File: src/rtl/mem_bus_ctrl.sv
// CPU-to-memory-map bus controller: ROM, synchronous RW and I/O ports behind one 8-bit req/ack bus.
// Latency: ack is high 3 cycles after req is sampled; back-to-back requests complete every 4 cycles.
// Backpressure: one request in flight, cpu_req is ignored until IDLE. `BUS_FAULT_EN adds sticky bus_fault.
module mem_bus_ctrl #(
    parameter int RW_LO    = 128,
    parameter int RW_HI    = 223,
    parameter int OUT_BASE = 224,
    parameter int IN_BASE  = 240
) (
    input  logic       clk,
    input  logic       reset,
    input  logic       cpu_req,
    input  logic       cpu_we,
    input  logic [7:0] cpu_addr,
    input  logic [7:0] cpu_wdata,
    output logic [7:0] cpu_rdata,
    output logic       cpu_ack,
    output logic [7:0] mem_address,
    output logic [7:0] mem_data_in,
    output logic       mem_we,
    input  logic [7:0] rom_data,
    input  logic [7:0] rw_data,
    input  logic [7:0] port_in_00,
    input  logic [7:0] port_in_01,
    input  logic [7:0] port_in_02,
    input  logic [7:0] port_in_03,
`ifdef BUS_FAULT_EN
    output logic       bus_fault,
`endif
    output logic [7:0] port_out_00,
    output logic [7:0] port_out_01,
    output logic [7:0] port_out_02,
    output logic [7:0] port_out_03
);

    localparam logic [8:0] RW_LO_W  = 9'(RW_LO);
    localparam logic [8:0] RW_HI_W  = 9'(RW_HI);
    localparam logic [8:0] OUT_LO_W = 9'(OUT_BASE);
    localparam logic [8:0] OUT_HI_W = 9'(OUT_BASE + 3);
    localparam logic [8:0] IN_LO_W  = 9'(IN_BASE);
    localparam logic [8:0] IN_HI_W  = 9'(IN_BASE + 3);
    localparam logic [7:0] OUT_B8   = 8'(OUT_BASE);
    localparam logic [7:0] IN_B8    = 8'(IN_BASE);

    typedef enum logic [1:0] {IDLE, ISSUE, CAPTURE, ACK} state_t;

    state_t          state;
    logic [7:0]      req_addr;
    logic [7:0]      req_wdata;
    logic            req_we;
    logic [3:0][7:0] pout;
    logic [3:0][7:0] pin;
    logic            is_rom, is_rw, is_out, is_in;
    logic [1:0]      out_idx, in_idx;
    logic [7:0]      rd_mux;

    // Decode widened to 9 bits so range bounds at 255 never wrap.
    function automatic logic in_range(input logic [7:0] a, input logic [8:0] lo, input logic [8:0] hi);
        return ({1'b0, a} >= lo) && ({1'b0, a} <= hi);
    endfunction

    assign is_rom  = {1'b0, req_addr} < RW_LO_W;
    assign is_rw   = in_range(req_addr, RW_LO_W, RW_HI_W);
    assign is_out  = in_range(req_addr, OUT_LO_W, OUT_HI_W);
    assign is_in   = in_range(req_addr, IN_LO_W, IN_HI_W);
    assign out_idx = 2'(req_addr - OUT_B8);
    assign in_idx  = 2'(req_addr - IN_B8);

    assign pin         = {port_in_03, port_in_02, port_in_01, port_in_00};
    assign port_out_00 = pout[0];
    assign port_out_01 = pout[1];
    assign port_out_02 = pout[2];
    assign port_out_03 = pout[3];

    always_comb begin
        rd_mux = 8'h00;
        if (is_rom)      rd_mux = rom_data;
        else if (is_rw)  rd_mux = rw_data;
        else if (is_out) rd_mux = pout[out_idx];
        else if (is_in)  rd_mux = pin[in_idx];
    end

`ifdef BUS_FAULT_EN
    logic fault_hit;
    assign fault_hit = !(is_rom || is_rw || is_out || is_in) || (req_we && is_rom);
`endif

    always_ff @(posedge clk or negedge reset) begin
        if (!reset) begin
            state       <= IDLE;
            req_addr    <= 8'h00;
            req_wdata   <= 8'h00;
            req_we      <= 1'b0;
            cpu_rdata   <= 8'h00;
            cpu_ack     <= 1'b0;
            mem_address <= 8'h00;
            mem_data_in <= 8'h00;
            mem_we      <= 1'b0;
            pout        <= '0;
`ifdef BUS_FAULT_EN
            bus_fault   <= 1'b0;
`endif
        end else begin
            cpu_ack <= 1'b0;
            case (state)
                IDLE: begin
                    if (cpu_req) begin
                        req_addr    <= cpu_addr;
                        req_we      <= cpu_we;
                        req_wdata   <= cpu_wdata;
                        mem_address <= cpu_addr;
                        mem_data_in <= cpu_wdata;
                        mem_we      <= cpu_we && in_range(cpu_addr, RW_LO_W, RW_HI_W);
                        state       <= ISSUE;
                    end
                end
                ISSUE: begin
                    // RW samples address/we on this edge, so write enable lasts exactly one cycle.
                    mem_we <= 1'b0;
                    if (req_we && is_out) pout[out_idx] <= req_wdata;
                    state <= CAPTURE;
                end
                CAPTURE: begin
                    if (!req_we) cpu_rdata <= rd_mux;
                    cpu_ack <= 1'b1;
`ifdef BUS_FAULT_EN
                    if (fault_hit) bus_fault <= 1'b1;
`endif
                    state <= ACK;
                end
                ACK:     state <= IDLE;
                default: state <= IDLE;
            endcase
        end
    end

endmodule

File: config.mk
export PLATFORM = sky130hd
export DESIGN_NAME = mem_bus_ctrl
export DESIGN_NICKNAME = d
export VERILOG_FILES = /design/src/rtl/mem_bus_ctrl.sv
export SDC_FILE = /design/constraint.sdc
export NUM_CORES = 1
export LEC_CHECK = 0
export ABC_CLOCK_PERIOD_IN_PS = 2880
export BUFFER_PORTS_ARGS = -buffer_cell sky130_fd_sc_hd__buf_2
export CAP_MARGIN = 20
export CORE_MARGIN = 2
export CORE_UTILIZATION = 50
export CTS_BUF_LIST = sky130_fd_sc_hd__clkbuf_8
export DETAILED_ROUTE_END_ITERATION = 16
export PLACE_DENSITY = 0.82
export SLEW_MARGIN = 30
export SYNTH_ARGS = -nofsm -noshare
export SYNTH_HDL_FRONTEND = slang
export SYNTH_SLANG_ARGS = --single-unit
File: constraint.sdc
create_clock -name clk -period 2.88 [get_ports clk]
set_input_delay 0 -clock clk [delete_from_list [all_inputs] [get_ports clk]]
set_output_delay 0 -clock clk [all_outputs]
set_load 0.03 [all_outputs]
After elaboration in Yosys (flattened, before gate mapping)

Index checks and enable logic that the tools add are counted.

Register bits after elaboration: 61
Word-level logic and storage cells: 59

Add/sub/neg operators: 2
Magnitude comparators: 12
Eq/ne operators: 4
Multiplexer cells: 16
Bitwise logic cells: 1
Reductions and logical operators: 13

Operators with widths:

| operator              | number |
|---|---|
| $mux W8               | 7 |
| $bmux W8 S2           | 2 |
| $bwmux W32            | 1 |
| $ge A8 B8 Y1 const B  | 4 |
| $le A8 B8 Y1 const B  | 4 |
| $demux W8 S2          | 1 |
| $lt A8 B8 Y1 const B  | 1 |
| $pmux W2 S4           | 1 |
| $reduce_and A2 Y1     | 4 |
| $logic_and A1 B1 Y1   | 7 |
| $lt A2 B3 Y1 const B  | 2 |
| $eq A2 B2 Y1 const B  | 2 |
| $sub A2 B1 Y2 const B | 2 |
| $eq A2 B1 Y1 const B  | 1 |
| $ge A2 B1 Y1 const B  | 1 |
| $logic_not A2 Y1      | 1 |
| $mux W1               | 2 |
| $mux W2               | 1 |
| $ne A2 B2 Y1 const B  | 1 |
| $pmux W1 S2           | 1 |
| $reduce_bool A2 Y1    | 1 |
| $not A1 Y1            | 1 |

Longest topological paths before layout

Gate-level depths: netlist (run 1).

Depth after elaboration: 7
Mapped depth: 8
Depth with buffers taken out: 6

Worst setup path before layout (run 1)

No wires, ideal clock.

Path type: register to register
Start point: register req_addr[7]
End point: register pout, in the netlist port_out_00[0]
Setup time: 0.125 ns
Arrival time: 2.174 ns
Required time: 2.755 ns
Slack: 0.581 ns
Stages on the path, launching flop included: 8
Path buffers: 3
Period minus slack after synthesis: 2.299 ns
Path through: dfrtp_1 > buf_6 > nand4b_4 > or4_4 > buf_6 > or3_1 > buf_6 > mux2_4

Word-level cells in the longest chain between the ends: 4

Ends and longest elaborated chain:

| item                                         | line | RTL |
|---|---|---|
| from (decl)                                  | 48   | `logic [7:0] req_addr;` |
| from (signal assigned)                       | 108  | `req_addr <= cpu_addr;` |
| $ge A8 B8 Y1 or $le A8 B8 Y1 (tied branches) | 59   | `return ({1'b0, a} >= lo) && ({1'b0, a} <= hi);` |
| $logic_and A1 B1 Y1 *                        | 59   |  |
| $logic_and A1 B1 Y1 *                        | 120  | `if (req_we && is_out) pout[out_idx] <= req_wdata;` |
| $reduce_and A2 Y1 (no line) *                | --   |  |
| to (signal, indexed assignment)              | 120  |  |
| to (decl)                                    | 51   | `logic [3:0][7:0] pout;` |

Mark *: on every way between the ends. The rest lies on a longest branch, timed or not.
A chain may end at the register's enable or synchronous reset.

Worst setup path after layout (run 1)

Same ends and word-level chain as after synthesis.

==> results of run 1 <==
==> repair_timing <==
action                    in CTS  in global routing
hold endpoints to repair      61                  0
hold buffers                  19                  0
gates resized for setup        0                  0
==> worst register-to-register path, delay by kind of cell, from the launching register on <==
kind / cells / cell delay [ns]
mux: 1 / 0.39
simple gates: 3 / 1.28
flops: 1 / 0.57
==> state kept, by name, summed over array words and instances, names as in the netlist <==
name,cells
mem_we,1
port_out_03,8
port_out_02,8
req_addr,8
req_wdata,8
cpu_ack,1
req_we,1
port_out_01,8
state,2
cpu_rdata,8
port_out_00,8
==> metal layers <==
metal	share of wire (%)	wire length, um	up-vias
met3	7.2	588	10
li1	-	-	1160
met1	41	3326	1224
met4	1.5	125	0
met2	51	4168	102
met5	0	0	-
==> per-stage QoR <==
step / worst slack (ns) / hold slack (ns) / instance area, um2 / util, % / power, mW
3_5_place_dp: 0.5662 / 0.1810 / 3770 / 63.30 / 3.138
3_3_place_gp: 0.6231 / 0.1837 / 3770 / 63.30 / 3.090
4_1_cts: 0.5544 / 0.02442 / 4208 / 70.65 / 4.106
6_report: 0.5336 / 0.03670 / 4212 / 70.71 / 4.092
5_1_grt: 0.4715 / 0.04977 / 4212 / 70.71 / 4.325
2_1_floorplan: 0.5809 / -0.2956 / 3100 / - / 2.637
==> cell usage after synthesis, types with 2 or more instances <==
library cell  count
mux2i_1           5
ha_1              3
nor3b_4           2
clkbuf_1          5
inv_1             5
a221o_1           8
nand2_1          17
nor2_1           14
o221ai_1          5
o21ai_0           2
nor3_1            3
buf_6             3
mux4_2           11
a22oi_1           5
mux2_2           46
a221oi_1          3
a211oi_1          5
buf_1             2
nand2b_1          2
dfrtp_1          61
mux2_4            8
==> logic make-up after synthesis <==
family                   synth area share, %
buffers and inverters                  2.704
AND/OR/NAND/NOR                        7.950
adder cells (fa/ha/maj)                1.211
AO/OA/AOI/OAI                          8.717
flip-flops                             49.23
multiplexers                           30.19
==> worst max path at each step <==
| stage | slack [ns] | end | from |
|---|---|---|---|
| finish | 0.53 | port_out_00[0] | req_addr[7] |
| global route | 0.47 | port_out_00[0] | req_addr[7] |
| CTS | 0.55 | port_out_00[0] | req_addr[7] |
| detailed placement | 0.57 | port_out_00[5] | req_addr[7] |
| global placement | 0.62 | port_out_00[0] | req_addr[7] |
| floorplan | 0.58 | port_out_00[0] | req_addr[7] |
==> final cells by class <==
class	count	share of cell area [%]
Clock buffer	10	3.268
Timing Repair Buffer	146	19.79
Multi-Input combinational cell	150	35.38
Clock inverter	6	2.614
Inverter	5	0.4456
Tap cell	75	2.228
Sequential cell	61	36.27
==> power groups by stage <==
stage | Clock (mW) | Sequential, mW | Combinational, mW
5_1_grt | 0.999 | 1.52 | 1.80
4_1_cts | 0.952 | 1.47 | 1.69
3_3_place_gp | 0 | 1.46 | 1.63
2_1_floorplan | 0 | 1.75 | 0.882
3_5_place_dp | 0 | 1.48 | 1.66
6_report | 0.940 | 1.47 | 1.68
==> cells in the final DEF (no fill, tap or decap), types with 8 or more instances in the layout <==
| cell | instances |
|---|---|
| buf_2 | 124 |
| dfrtp_1 | 60 |
| mux2_2 | 46 |
| dlygate4sd3_1 | 19 |
| nand2_1 | 17 |
| nor2_1 | 14 |
| mux4_2 | 11 |
| clkbuf_8 | 10 |
| a221o_1 | 8 |
| mux2_4 | 8 |
==> run summary, run 1 <==
outcome - finished, final reports clean
ys flop type - dfrtp_1
initial antenna violation count - 0
vias in the first global route - 2550
GRT Overall Usage - 25.99%
detailed-route wire length - 8209 um
FMAX - 426.2 MHz
GR met2 Demand/Resource - 45.24%
gpl congestion - 0.7987
n_diodes - 0
Hold Startpoint - rw_data[1]
sequential area share after synthesis - 49.23%
internal power - 2.404 mW
Yosys reg bits - 61
crit path DAT - 2.57 ns
Seq pwr share - 35.9%
instance count on the critical path - 4
CP Cell Sequence - nand4b_4 > or4_4 > or3_1 > mux2_4
VDD IR-drop max - 0.6436 mV
share of the synthesized area in the top cell type - 49.23%
clock network fraction of total power - 23.0%
num ports - 126
number of max-cap violations - 0
die height - 82.75 um
slack of the worst reg-to-reg path - 0.53 ns
area taken by multi-input logic gates - 1490 um2
router iterations before antenna repair - 4
EDFF count, synth - 0
CTS Buf Count - 9
Clock Latency Late Sink - 0.34 ns
met1 global-route usage - 31.39%
hpwl dp - 5866 um
Setup Viol. Count Final - 0
cell area after synthesis - 3100 um2
Worst Max-Slew Pin Slew - 0.8642 ns
Reg area - 1528 um2
worst r2r dst - port_out_00[0]
CTS tree - yes
final hold vios - 0
met3 GRT Util - 6.413%
Setup Skew - 0.01362 ns
global-route wire length before repair - 12770 um
drt drc - 0
die extent in x - 82.75 um
via count - 2496
Net Sw Frac - 41.26%
H-tree Lvls - 3
fillcell total - 429
Routed WL per cell - 18.12 um
Leak - 2.143 nW
P per Cell Area - 971.6 nW/um2
Initial Utilization - 52.06%
Critical-path top delay cell - dfrtp_1
Syn-to-layout area delta - 35.84%
Syn Inst Count - 227
synth top area cells - dfrtp_1, mux2_2, mux4_2
final cell count without fillers - 453
crit end category - flip-flop
Yosys cell types - 33
Worst slew margin - 42.25%
Critical Path RT - 3.10 ns
Core Area - 5956 um2
max-slew violation count - 0
Worst R2R Start - req_addr[7]
port buffer count - 125
Vias/cell - 5.510
Mean Syn Cell Area - 13.66 um2
Post-CTS Setup Bufs - 0
hold path cells - 3
R2R depth - 4
Sw Pwr - 1.688 mW
crit path max fanout - 11
clk buf depth - 2
CP max stage delay - 0.57 ns
Yosys top cell by area - dfrtp_1
synth warn - 0
share of cells above drive strength 1 - 56.61%
Top Usage Layer GRT - met2
Final Cycle Share - 81.47%
nets@finish - 444
final period demand of the worst path - 2.346 ns
CP Class - reg2reg
Comb pwr share - 41.1%
Die Area - 6847 um2
unrepaired setup endpoints after global routing - false
Largest delay share family, worst path - simple AND/OR/NAND/NOR gates
largest net degree at the start of global routing - 44
WP buf/inv - 0
register clock-pin slew on the reported worst setup and hold paths - 0.08 ns
Hold Path End - cpu_rdata[1]
Initial DRC Count - 138
# rows - 28
gr ovfl total - 0
Setup TNS - 0 ns
worst hold-check path type - in2reg
clk sinks - 61
Placed Cells - 418
FFs w/ async S/R, synth - 100.0%
Synth Net Count - 298
CTS Root Cell - clkbuf_8
ANT nets after route - 0
startpoint types - flip-flop
Note: power is estimated with default switching activity, not from simulation.
==> run 2, diff against run 1 <==
--- a/config.mk
+++ b/config.mk
@@ -5,7 +5,7 @@
 export SDC_FILE = /design/constraint.sdc
 export NUM_CORES = 1
 export LEC_CHECK = 0
-export ABC_CLOCK_PERIOD_IN_PS = 2880
+export ABC_CLOCK_PERIOD_IN_PS = 2200
 export BUFFER_PORTS_ARGS = -buffer_cell sky130_fd_sc_hd__buf_2
 export CAP_MARGIN = 20
 export CORE_MARGIN = 2
==> constraint.sdc (replaced) <==
create_clock -name clk -period 2.2 [get_ports clk]
set_input_delay 0 -clock clk [delete_from_list [all_inputs] [get_ports clk]]
set_output_delay 0 -clock clk [all_outputs]
set_load 0.03 [all_outputs]
==> run summary, run 2 (synthesized netlist as in run 1, its figures left out) <==
die height - 82.75 um (unchanged)
largest net degree at the start of global routing - 39 (-11%)
Worst Max-Slew Pin Slew - 0.6377 ns (-0.2265 ns)
commonest non-fill, non-tap cells in the layout - buf_2, dfrtp_1, mux2_2
Final Cycle Share - 98.59% (+17 points)
ANT nets after route - 0 (unchanged)
Routed WL per cell - 17.91 um (-1.2%)
Largest delay share family, worst path - simple AND/OR/NAND/NOR gates
clk sinks - 61 (unchanged)
CTS tree - yes
crit end category - flip-flop
final period demand of the worst path - 2.169 ns (-0.1775 ns)
Critical Path RT - 2.42 ns (-0.68 ns)
clk buf depth - 2 (unchanged)
fillcell total - 439 (+2.3%)
number of max-cap violations - 0 (unchanged)
Setup TNS - 0 ns (unchanged)
initial antenna violation count - 0 (unchanged)
finished layout cell area - 4317 um2 (+2.5%)
outcome - finished, final reports clean
crit path DAT - 2.39 ns (-0.18 ns)
via count - 2607 (+4.4%)
DP Area - 3910 um2 (+3.7%)
VDD IR-drop max - 0.7652 mV (+19%)
H-tree Lvls - 3 (unchanged)
Setup Skew - 0.009171 ns (-0.004449 ns)
detailed-route wire length - 8363 um (+1.9%)
num ports - 126 (unchanged)
Syn-to-layout area delta - 39.23%
worst hold-check path type - in2reg
Leak - 2.204 nW (+2.9%)
drt drc - 0 (unchanged)
CP Cell Sequence - inv_2 > ha_4 > nand2_1 > or4_4 > or3_4 > buf_4 > mux2_4
GRT Overall Usage - 25.43% (-0.57 points)
P per Cell Area - 1197 nW/um2 (+23%)
WP buf/inv - 2 (+2)
unrepaired setup endpoints after global routing - true
startpoint types - flip-flop
global-route wire length before repair - 12570 um (-1.6%)
Die Area - 6847 um2 (unchanged)
Final Util - 72.48% (+1.8 points)
share of cells above drive strength 1 - 59.18% (+2.6 points)
Initial DRC Count - 120 (-13%)
Critical-path top delay cell - or4_4
gr ovfl total - 0 (unchanged)
crit path max fanout - 4 (-7)
register clock-pin slew on the reported worst setup and hold paths - 0.07 ns (about the same)
CTS Buf Count - 9 (unchanged)
CP max stage delay - 0.52 ns (-0.05 ns)
FMAX - 461.1 MHz (+8.2%)
# rows - 28 (unchanged)
CP Class - reg2reg
nets@finish - 459 (+3.4%)
max-slew violation count - 0 (unchanged)
most common cell after layout, fill and taps aside - buf_2
Clock Latency Late Sink - 0.34 ns (about the same)
CTS Root Cell - clkbuf_8
router iterations before antenna repair - 4 (unchanged)
Vias/cell - 5.582 (+1.3%)
Worst slew margin - 57.49% (+15 points)
vias in the first global route - 2577 (+1.1%)
Initial Utilization - 52.06% (unchanged)
Setup Viol. Count Final - 0 (unchanged)
die extent in x - 82.75 um (unchanged)
hpwl dp - 6128 um (+4.5%)
port buffer count - 125 (unchanged)
area taken by multi-input logic gates - 1519 um2 (+1.9%)
gpl congestion - 0.9589 (+20%)
Reg area - 1531 um2 (+0.25%)
Core Area - 5956 um2 (unchanged)
n_diodes - 0 (unchanged)
final hold vios - 0 (unchanged)
run 2: routing by layer:
layer | vias up | track usage, % | part of all wire (%)
li1 | 1187 | - | -
met1 | 1284 | 32.11 | 40
met2 | 116 | 41.37 | 51
met3 | 20 | 6.522 | 6.6
met4 | 0 | 11.31 | 2.3
met5 | - | 0 | 0
run 2: per-stage QoR:
| step | hold WS [ns] | std cells | worst slack (ns) | power (mW) |
|---|---|---|---|---|
| floorplan | -0.2956 | 227 | 0.01435 | 3.460 |
| global placement | 0.02254 | 431 | 0.05076 | 4.149 |
| detailed placement | 0.03069 | 431 | 0.001468 | 4.223 |
| CTS | 0.03383 | 465 | 0.009682 | 5.119 |
| global route | 0.05877 | 467 | -0.03056 | 5.452 |
| finish | 0.03643 | 467 | 0.03108 | 5.169 |
run 2: worst paths after layout:
check | startpoint | to | slack (ns) | cells after the start
setup / recovery | state[1] | port_out_00[3] | 0.03 | 7
hold / removal | rw_data[6] | cpu_rdata[6] | 0.04 | 3
setup reg to reg | state[1] | port_out_00[3] | 0.03 | 7
hold reg to reg | cpu_rdata[4] | cpu_rdata[4] | 0.51 | 2
max in group asynchronous | reset | port_out_00[7] | 1.37 | 3
min in group asynchronous | reset | req_addr[1] | 0.23 | 2
run 2: final cells by class:
cell class	instances	area share, %
timing repair buffer	161	22.81
tap	75	2.174
inverter	5	0.4348
multi-input combinational	150	35.19
clock inverter	4	0.4058
sequential	61	35.48
clock buffer	11	3.507
run 2: power breakdown:
group	leakage [nW]	internal (mW)	switching, mW
registers	0.790	1.45	0.402
logic	1.32	1.03	1.41
clock network	0.0976	0.452	0.420
run 2: repair_timing:
| action | in CTS | in global routing |
|---|---|---|
| buffers inserted | 0 | 2 |
| endpoints found under the hold margin | 42 | 0 |
| hold buffers | 19 | 0 |
| pin swaps | 2 | 2 |
| gates resized for setup | 1 | 7 |
| endpoints found under the setup margin | 16 | 18 |
| cloned | 0 | 0 |
run 2: worst register-to-register path, delay by kind of cell (launching register included):
| kind | cells | cell delay, ns |
|---|---|---|
| buf+inv | 2 | 0.26 |
| mux | 1 | 0.29 |
| flops | 1 | 0.39 |
| fa+ha+maj | 1 | 0.14 |
| simple gates | 3 | 0.97 |
